**config.mk**
```make
export PLATFORM = sky130hd
export DESIGN_NAME = apply_shift
export DESIGN_NICKNAME = d
export VERILOG_FILES = /design/src/rtl/apply_shift.sv
export SDC_FILE = /design/constraint.sdc
export NUM_CORES = 1
export LEC_CHECK = 0
export ABC_AREA = 1
export BUFFER_PORTS_ARGS = -buffer_cell sky130_fd_sc_hd__clkbuf_2
export CORE_AREA = 8 8 107 70
export DETAILED_ROUTE_END_ITERATION = 6
export DIE_AREA = 0 0 115 78
export HOLD_SLACK_MARGIN = 0.03
export SLEW_MARGIN = 20
export SYNTH_ARGS = -nofsm -noshare
export SYNTH_HDL_FRONTEND = slang
export SYNTH_SLANG_ARGS = --single-unit
```
**constraint.sdc**
```tcl
create_clock -name clk -period 3.55 [get_ports clk]
set_input_delay 0.355 -clock clk [delete_from_list [all_inputs] [get_ports clk]]
set_output_delay 0.355 -clock clk [all_outputs]
set_load 0.1 [all_outputs]
```
**src/rtl/apply_shift.sv**
```systemverilog
// Denormaliser: right-shifts a normalised value by its shift code, one bit per clock, flagging lost bits and illegal codes.
// Latency s+2 edges for numeric shift s, 1 edge for special/illegal codes; result holds in DONE until out_ready.
module apply_shift #(
  parameter int WIDTH = 12,
  parameter int SHW   = 5,
  parameter int MAXSH = 10
) (
  input  logic             clk,
  input  logic             rst,
  input  logic             in_valid,
  output logic             in_ready,
  input  logic [WIDTH-1:0] in_val,
  input  logic [SHW-1:0]   in_shift,
  input  logic             in_zero,
  output logic             out_valid,
  input  logic             out_ready,
  output logic [WIDTH-1:0] out_val,
  output logic             out_inexact,
  output logic             out_err
);

  typedef enum logic [1:0] {
    IDLE  = 2'd0,
    SHIFT = 2'd1,
    DONE  = 2'd2
  } state_t;

  localparam logic [SHW-1:0] SPECIAL_CODE = '1;
  localparam logic [SHW-1:0] MAX_CODE     = SHW'(MAXSH);

  state_t           r_state;
  logic [WIDTH-1:0] r_data;
  logic [SHW-1:0]   r_cnt;
  logic             r_inexact;
  logic [WIDTH-1:0] r_out_val;
  logic             r_out_inexact;
  logic             r_out_err;
  logic             r_in_ready;
  logic             r_out_valid;

  logic w_accept;
  logic w_special;
  logic w_legal;

  assign w_accept  = in_valid && r_in_ready;
  assign w_special = (in_shift == SPECIAL_CODE);
  assign w_legal   = (in_shift <= MAX_CODE);

  always_ff @(posedge clk) begin
    if (rst) begin
      r_state       <= IDLE;
      r_data        <= '0;
      r_cnt         <= '0;
      r_inexact     <= 1'b0;
      r_out_val     <= '0;
      r_out_inexact <= 1'b0;
      r_out_err     <= 1'b0;
      r_in_ready    <= 1'b1;
      r_out_valid   <= 1'b0;
    end else begin
      case (r_state)
        IDLE: begin
          if (w_accept) begin
            r_in_ready <= 1'b0;
            if (w_special) begin
              // Special code: zero flag selects 0, otherwise the bit-11 value passes straight through
              r_out_val     <= in_zero ? '0 : in_val;
              r_out_inexact <= 1'b0;
              r_out_err     <= 1'b0;
              r_out_valid   <= 1'b1;
              r_state       <= DONE;
            end else if (w_legal) begin
              r_data    <= in_val;
              r_cnt     <= in_shift;
              r_inexact <= 1'b0;
              r_state   <= SHIFT;
            end else begin
              r_out_val     <= '0;
              r_out_inexact <= 1'b0;
              r_out_err     <= 1'b1;
              r_out_valid   <= 1'b1;
              r_state       <= DONE;
            end
          end
        end
        SHIFT: begin
          if (r_cnt == '0) begin
            r_out_val     <= r_data;
            r_out_inexact <= r_inexact;
            r_out_err     <= 1'b0;
            r_out_valid   <= 1'b1;
            r_state       <= DONE;
          end else begin
            r_data    <= r_data >> 1;
            r_inexact <= r_inexact | r_data[0];
            r_cnt     <= r_cnt - 1'b1;
          end
        end
        DONE: begin
          if (out_ready) begin
            r_out_valid <= 1'b0;
            r_in_ready  <= 1'b1;
            r_state     <= IDLE;
          end
        end
        default: begin
          r_state     <= IDLE;
          r_in_ready  <= 1'b1;
          r_out_valid <= 1'b0;
        end
      endcase
    end
  end

  assign in_ready    = r_in_ready;
  assign out_valid   = r_out_valid;
  assign out_val     = r_out_val;
  assign out_inexact = r_out_inexact;
  assign out_err     = r_out_err;

endmodule

```
# Word level (Yosys, flattened, before mapping)
# Cells that the tools add are included.
# totals
ramBits,0
in_bits,22
rom_bits,0
regBits,36
out_inout_bits,16
latch_bits,0
elab_cells,77
mem_count,0
# classes
bitwise_logic,2
n_div,0
n_mux,45
n_lt_le_gt_ge,1
add_sub_neg,1
n_reduce_logical,9
eq_ne,10
n_mul,0
n_shift,0
# ops
op,n
12-bit two-way mux,9
12-bit case mux with 2 select lines,2
5-bit two-way mux,4
1-bit two-way mux,18
2-bit != test (second input constant),6
2-bit two-way mux,5
5-bit case mux with 2 select lines,1
4-bit AND reduction,2
1-bit case mux with 2 select lines,3
1-bit case mux with 3 select lines,2
2-bit case mux with 3 select lines,1
3-bit AND reduction,2
5-bit equality test (second input constant),1
5-bit by 4-bit less-or-equal comparator with 1-bit output (second input constant),1
5-bit logical NOT,1
5-bit AND reduction,1
5-bit by 1-bit subtractor with 5-bit output (second input constant),1
3-bit != test (second input constant),1
2-bit by 1-bit equality test with 1-bit output (second input constant),1
2-bit equality test (second input constant),1
2-bit logical NOT,1
2-bit nonzero test,1
1-bit logical AND,1
1-bit inverter,1
1-bit bitwise OR,1

# Depth between registers and ports, before layout
# depth
word_depth,5
ltp_mapped,9
mapped_depth_nobuf,9

# Worst setup path before layout
# No wires, ideal clock.
# synth_path
path_kind,register -> register
start,register r_in_ready (netlist: in_ready)
end,register r_out_val[11] (netlist: out_val[11])
t_required_ns,3.437
stages_incl_launch_ff,7
setup_slack_ns,1.607
period_less_slack_ns,1.943
setup_ns,0.113
t_arrival_ns,1.830
path_buffers,1
path_cell_list,dfxtp_1 -> nand2_1 -> a21oi_1 -> nand3_4 -> buf_4 -> nor2_1 -> nor2_1
# synth_between
elab_chain_cells,3
# synth_rtl
element,line_no,text
start: declaration,38,logic r_in_ready;
start signal: assignment,58,r_in_ready <= 1'b1;
start signal: assignment,64,r_in_ready <= 1'b0;
start signal: assignment,102,r_in_ready <= 1'b1;
1-bit logical AND,45,assign w_accept = in_valid && r_in_ready;
2-bit != test (no source line),-,
4-bit AND reduction (no source line),-,
end signal: assignment,67,r_out_val <= in_zero ? '0 : in_val;
end signal: assignment,88,r_out_val <= r_data;
end: declaration,35,logic [WIDTH-1:0] r_out_val;
# Every way passes these cells.
# A chain may end at the register's enable or synchronous reset.

# Worst setup path after layout
# layout_path
start,register r_state[0]
end,register r_cnt[4]
# layout_between
elab_chain_cells,3
word_cells_on_any_way,9
cone_classes,eq/ne: 5; mux: 1; reduce/logical: 3
# layout_rtl
element,line_no,text
start: declaration,31,state_t r_state;
start signal: assignment,51,r_state <= IDLE;
start signal: assignment,71,r_state <= DONE;
start signal: assignment,76,r_state <= SHIFT;
2-bit by 1-bit equality test with 1-bit output or 2-bit logical NOT (tied branches),61,case (r_state)
2-bit != test (no source line) or 2-bit nonzero test (tied branches),-,
5-bit AND reduction (no source line),-,
end signal: assignment,74,r_cnt <= in_shift;
end signal: assignment,96,r_cnt <= r_cnt - 1'b1;
end: declaration,33,logic [SHW-1:0] r_cnt;
# Several ways; a longest one is shown, not always the timed one.

==> flow_summary.yaml <==
logic_synthesis:
  syn-instance-count: 316
  yosys-mux-area-fraction_pct: 0
  synth_edf_count: 0
  synth_area_leader_cell: "dfxtp_1"
  yosys_warnings: 0
  synth-seq-cells: 36
  synth-simple-area-share_pct: 43.5
  synth_top_family_by_area: "simple AND/OR/NAND/NOR gates"
  syn_area_sq_mm: 0.00199
  ys.flop_type: "dfxtp_1"
  netlist.area_leader.share_pct: 36.3
  synthXorXnorAreaFrac_pct: 0
  yosysMostFrequentCell: "nand2_1"
  synth_adder_area_share_pct: 0.630
  synthArstFlopShare_pct: 0
  yosysSeqAreaShare_pct: 36.3
  ys_top_cells_by_area: "dfxtp_1 (36%), nand2_1 (19%), nor2_1 (9.8%), nand3_1 (5.5%), a21oi_1 (5.3%)"
  ys_types: 24
  synth_common_cells: "nand2_1 (98), nor2_1 (52), dfxtp_1 (36)"
  synth-compound-area-share_pct: 9.64
  synth_nets: 339
  synth.avg_cell_area_sq_um: 6.28
detailed_routing:
  detail_route.iter0.violations: 118
  drt-wirelength-per-cell_um: 11.5
  ant_nets: 0
  num_vias: 1958
  wirelength_um: 4940
  viasPerCell: 4.57
  drc: 0
  first_pass_iters: 4
sta:
  fin_tns_setup_ns: 0
  setup_viol: 0
  hold_viol: 0
  max_freq_mhz: 471
  slew_viol_final: 0
  hold_slack_ns: 0.271
  timing.final.crit_share_pct: 59.9
  rsz0062_at_grt: "false"
  tightest_slew_ns: 0.983
  period_needed_ns: 2.13
  maxSlewHeadroom_pct: 34.0
  skew_ns: 0.00549
die:
  die_y_um: 78
  num_io_pins: 38
  initial_core_util_pct: 33.7
  die_w_um: 115
  die-area_sq_mm: 0.00897
  fp-row-count: 22
  core_sq_mm: 0.00589
setup_path:
  crit_family: "simple AND/OR/NAND/NOR gates"
  crit_type: "reg -> reg"
  crit_path_top_delay_cell: "nand2_2"
  path_cells: "inv_2, nor2_4, nand2_2, nand2_2, nand2_1, nand2_1, nand2_1, nor2_1"
  crit_fanout: 33
  end_kind: "register"
  cp.required_ns: 3.77
  cp-start-kind: "register"
  cpPeakStageDelay_ns: 0.50
  crit_arrival_ns: 2.34
  critical_path_buf_inv_count: 1
  crit_path_frequent_cell: "nand2_1"
clocking:
  cts_tree: "done"
  post-cts-setup-buffer-count: 0
  cts_buffers: 5
  cts_resized: 0
  root_buffer: "clkbuf_8"
  clock_path_buffers: 2
  path_clk_slew_ns: 0.07
  cts-hold-fix-buffers: 0
  clkLatencyLatePin_ns: 0.28
  cts_max_level: 2
  clock_sinks: 36
global_routing:
  overflow: 0
  grt_pass1_wl_um: 8560
  grt_util_all_layers_pct: 11.3
  grt_pass1_vias: 1814
  antenna_found_initial: 0
  grt_start_max_net_pins: 36
final_layout:
  area_growth_pct: 15.7
  drive_gt1_share_pct: 16.0
  final_core_util_pct: 39.0
  fillers: 663
  antenna_cells: 0
  layout.nets: 366
placement:
  io_buffer_count: 37
  gp_congestion: 0.741
  detailed_place_hpwl_um: 3450
flow_run:
  maxCapViolations: 0
power:
  finalPower_mw: 1.44
  leakagePower_nw: 1.14
  vdd.ir_drop.worst_mv: 0.249
  p_per_area_mw_per_mm2: 627
min_path:
  hold_class: "in -> reg"
outcome:
  outcome: "finished clean"
## stage by stage
| step | worst slack [ns] | cell area [sq um] | std cells |
|---|---|---|---|
| after floorplan | 1.61 | 1990 | 316 |
| after global placement | 1.58 | 2180 | 420 |
| after detailed placement | 1.45 | 2180 | 420 |
| after CTS | 1.42 | 2290 | 428 |
| after global routing | 1.19 | 2300 | 428 |
| final | 1.42 | 2300 | 428 |
## cell usage in the layout (no fill, tap or decap), types with 2 or more instances in the layout
master and count:
nand2_1 97, o21ai_1 3, nand4_1 3, o21ai_0 13
a21oi_1 21, inv_1 25, clkbuf_2 37, nand2_2 4
nand3_1 22, dfxtp_1 36, inv_2 2, nand3b_1 14
nor2_1 52, clkbuf_8 5
## cell families (layout without fill, tap and decap cells)
logic type / count (synthesis) / after routing
flip-flops: 36 / 36
adder cells (fa/ha/maj): 1 / 1
AND/OR/NAND/NOR: 196 / 196
AO/OA/AOI/OAI: 38 / 38
buffers and inverters: 45 / 73
## routing by layer
layer	routed length [um]	part of all wire (%)	vias up	track usage (%)
li1	-	-	1047	-
met1	2460	50	855	15.2
met2	1990	40	51	16.7
met3	469	9.5	5	4.79
met4	20	0.40	0	1.83
met5	0	0	-	0
## sequential cells by signal, indices dropped and copies added, names as in the netlist
name,flops
in_ready,1
out_err,1
out_inexact,1
out_val,12
out_valid,1
r_cnt,5
r_data,12
r_inexact,1
r_state,2
## final cells by class
type | count | area [sq um] | area share (%)
repair buffers | 37 | 185 | 8.06
inverters | 28 | 105 | 4.58
well taps | 84 | 105 | 4.58
clock buffers | 5 | 68.8 | 3.00
multi-input cells | 235 | 1070 | 46.6
flip-flops and latches | 36 | 721 | 31.4
clock inverters | 3 | 42.5 | 1.85
## path summary, 6_finish.rpt
path | startpoint | endpoint | slack (ns) | cells after the start
setup / recovery | r_state[0]$_SDFFE_PP0P_ | r_cnt[4]$_SDFFE_PP0P_ | 1.42 | 8
setup reg to reg | r_state[0]$_SDFFE_PP0P_ | r_cnt[4]$_SDFFE_PP0P_ | 1.42 | 8
hold / removal | rst | r_state[1]$_SDFFE_PP0P_ | 0.27 | 2
hold reg to reg | out_valid$_SDFFE_PP0P_ | out_valid$_SDFFE_PP0P_ | 0.44 | 2
## where the power goes
part | internal, mW | switching (mW) | total, mW
combinational | 0.128 | 0.448 | 0.576
clock | 0.208 | 0.151 | 0.358
sequential | 0.468 | 0.0374 | 0.505
total | 0.803 | 0.636 | 1.44
Power figures use the tool's default switching activity.
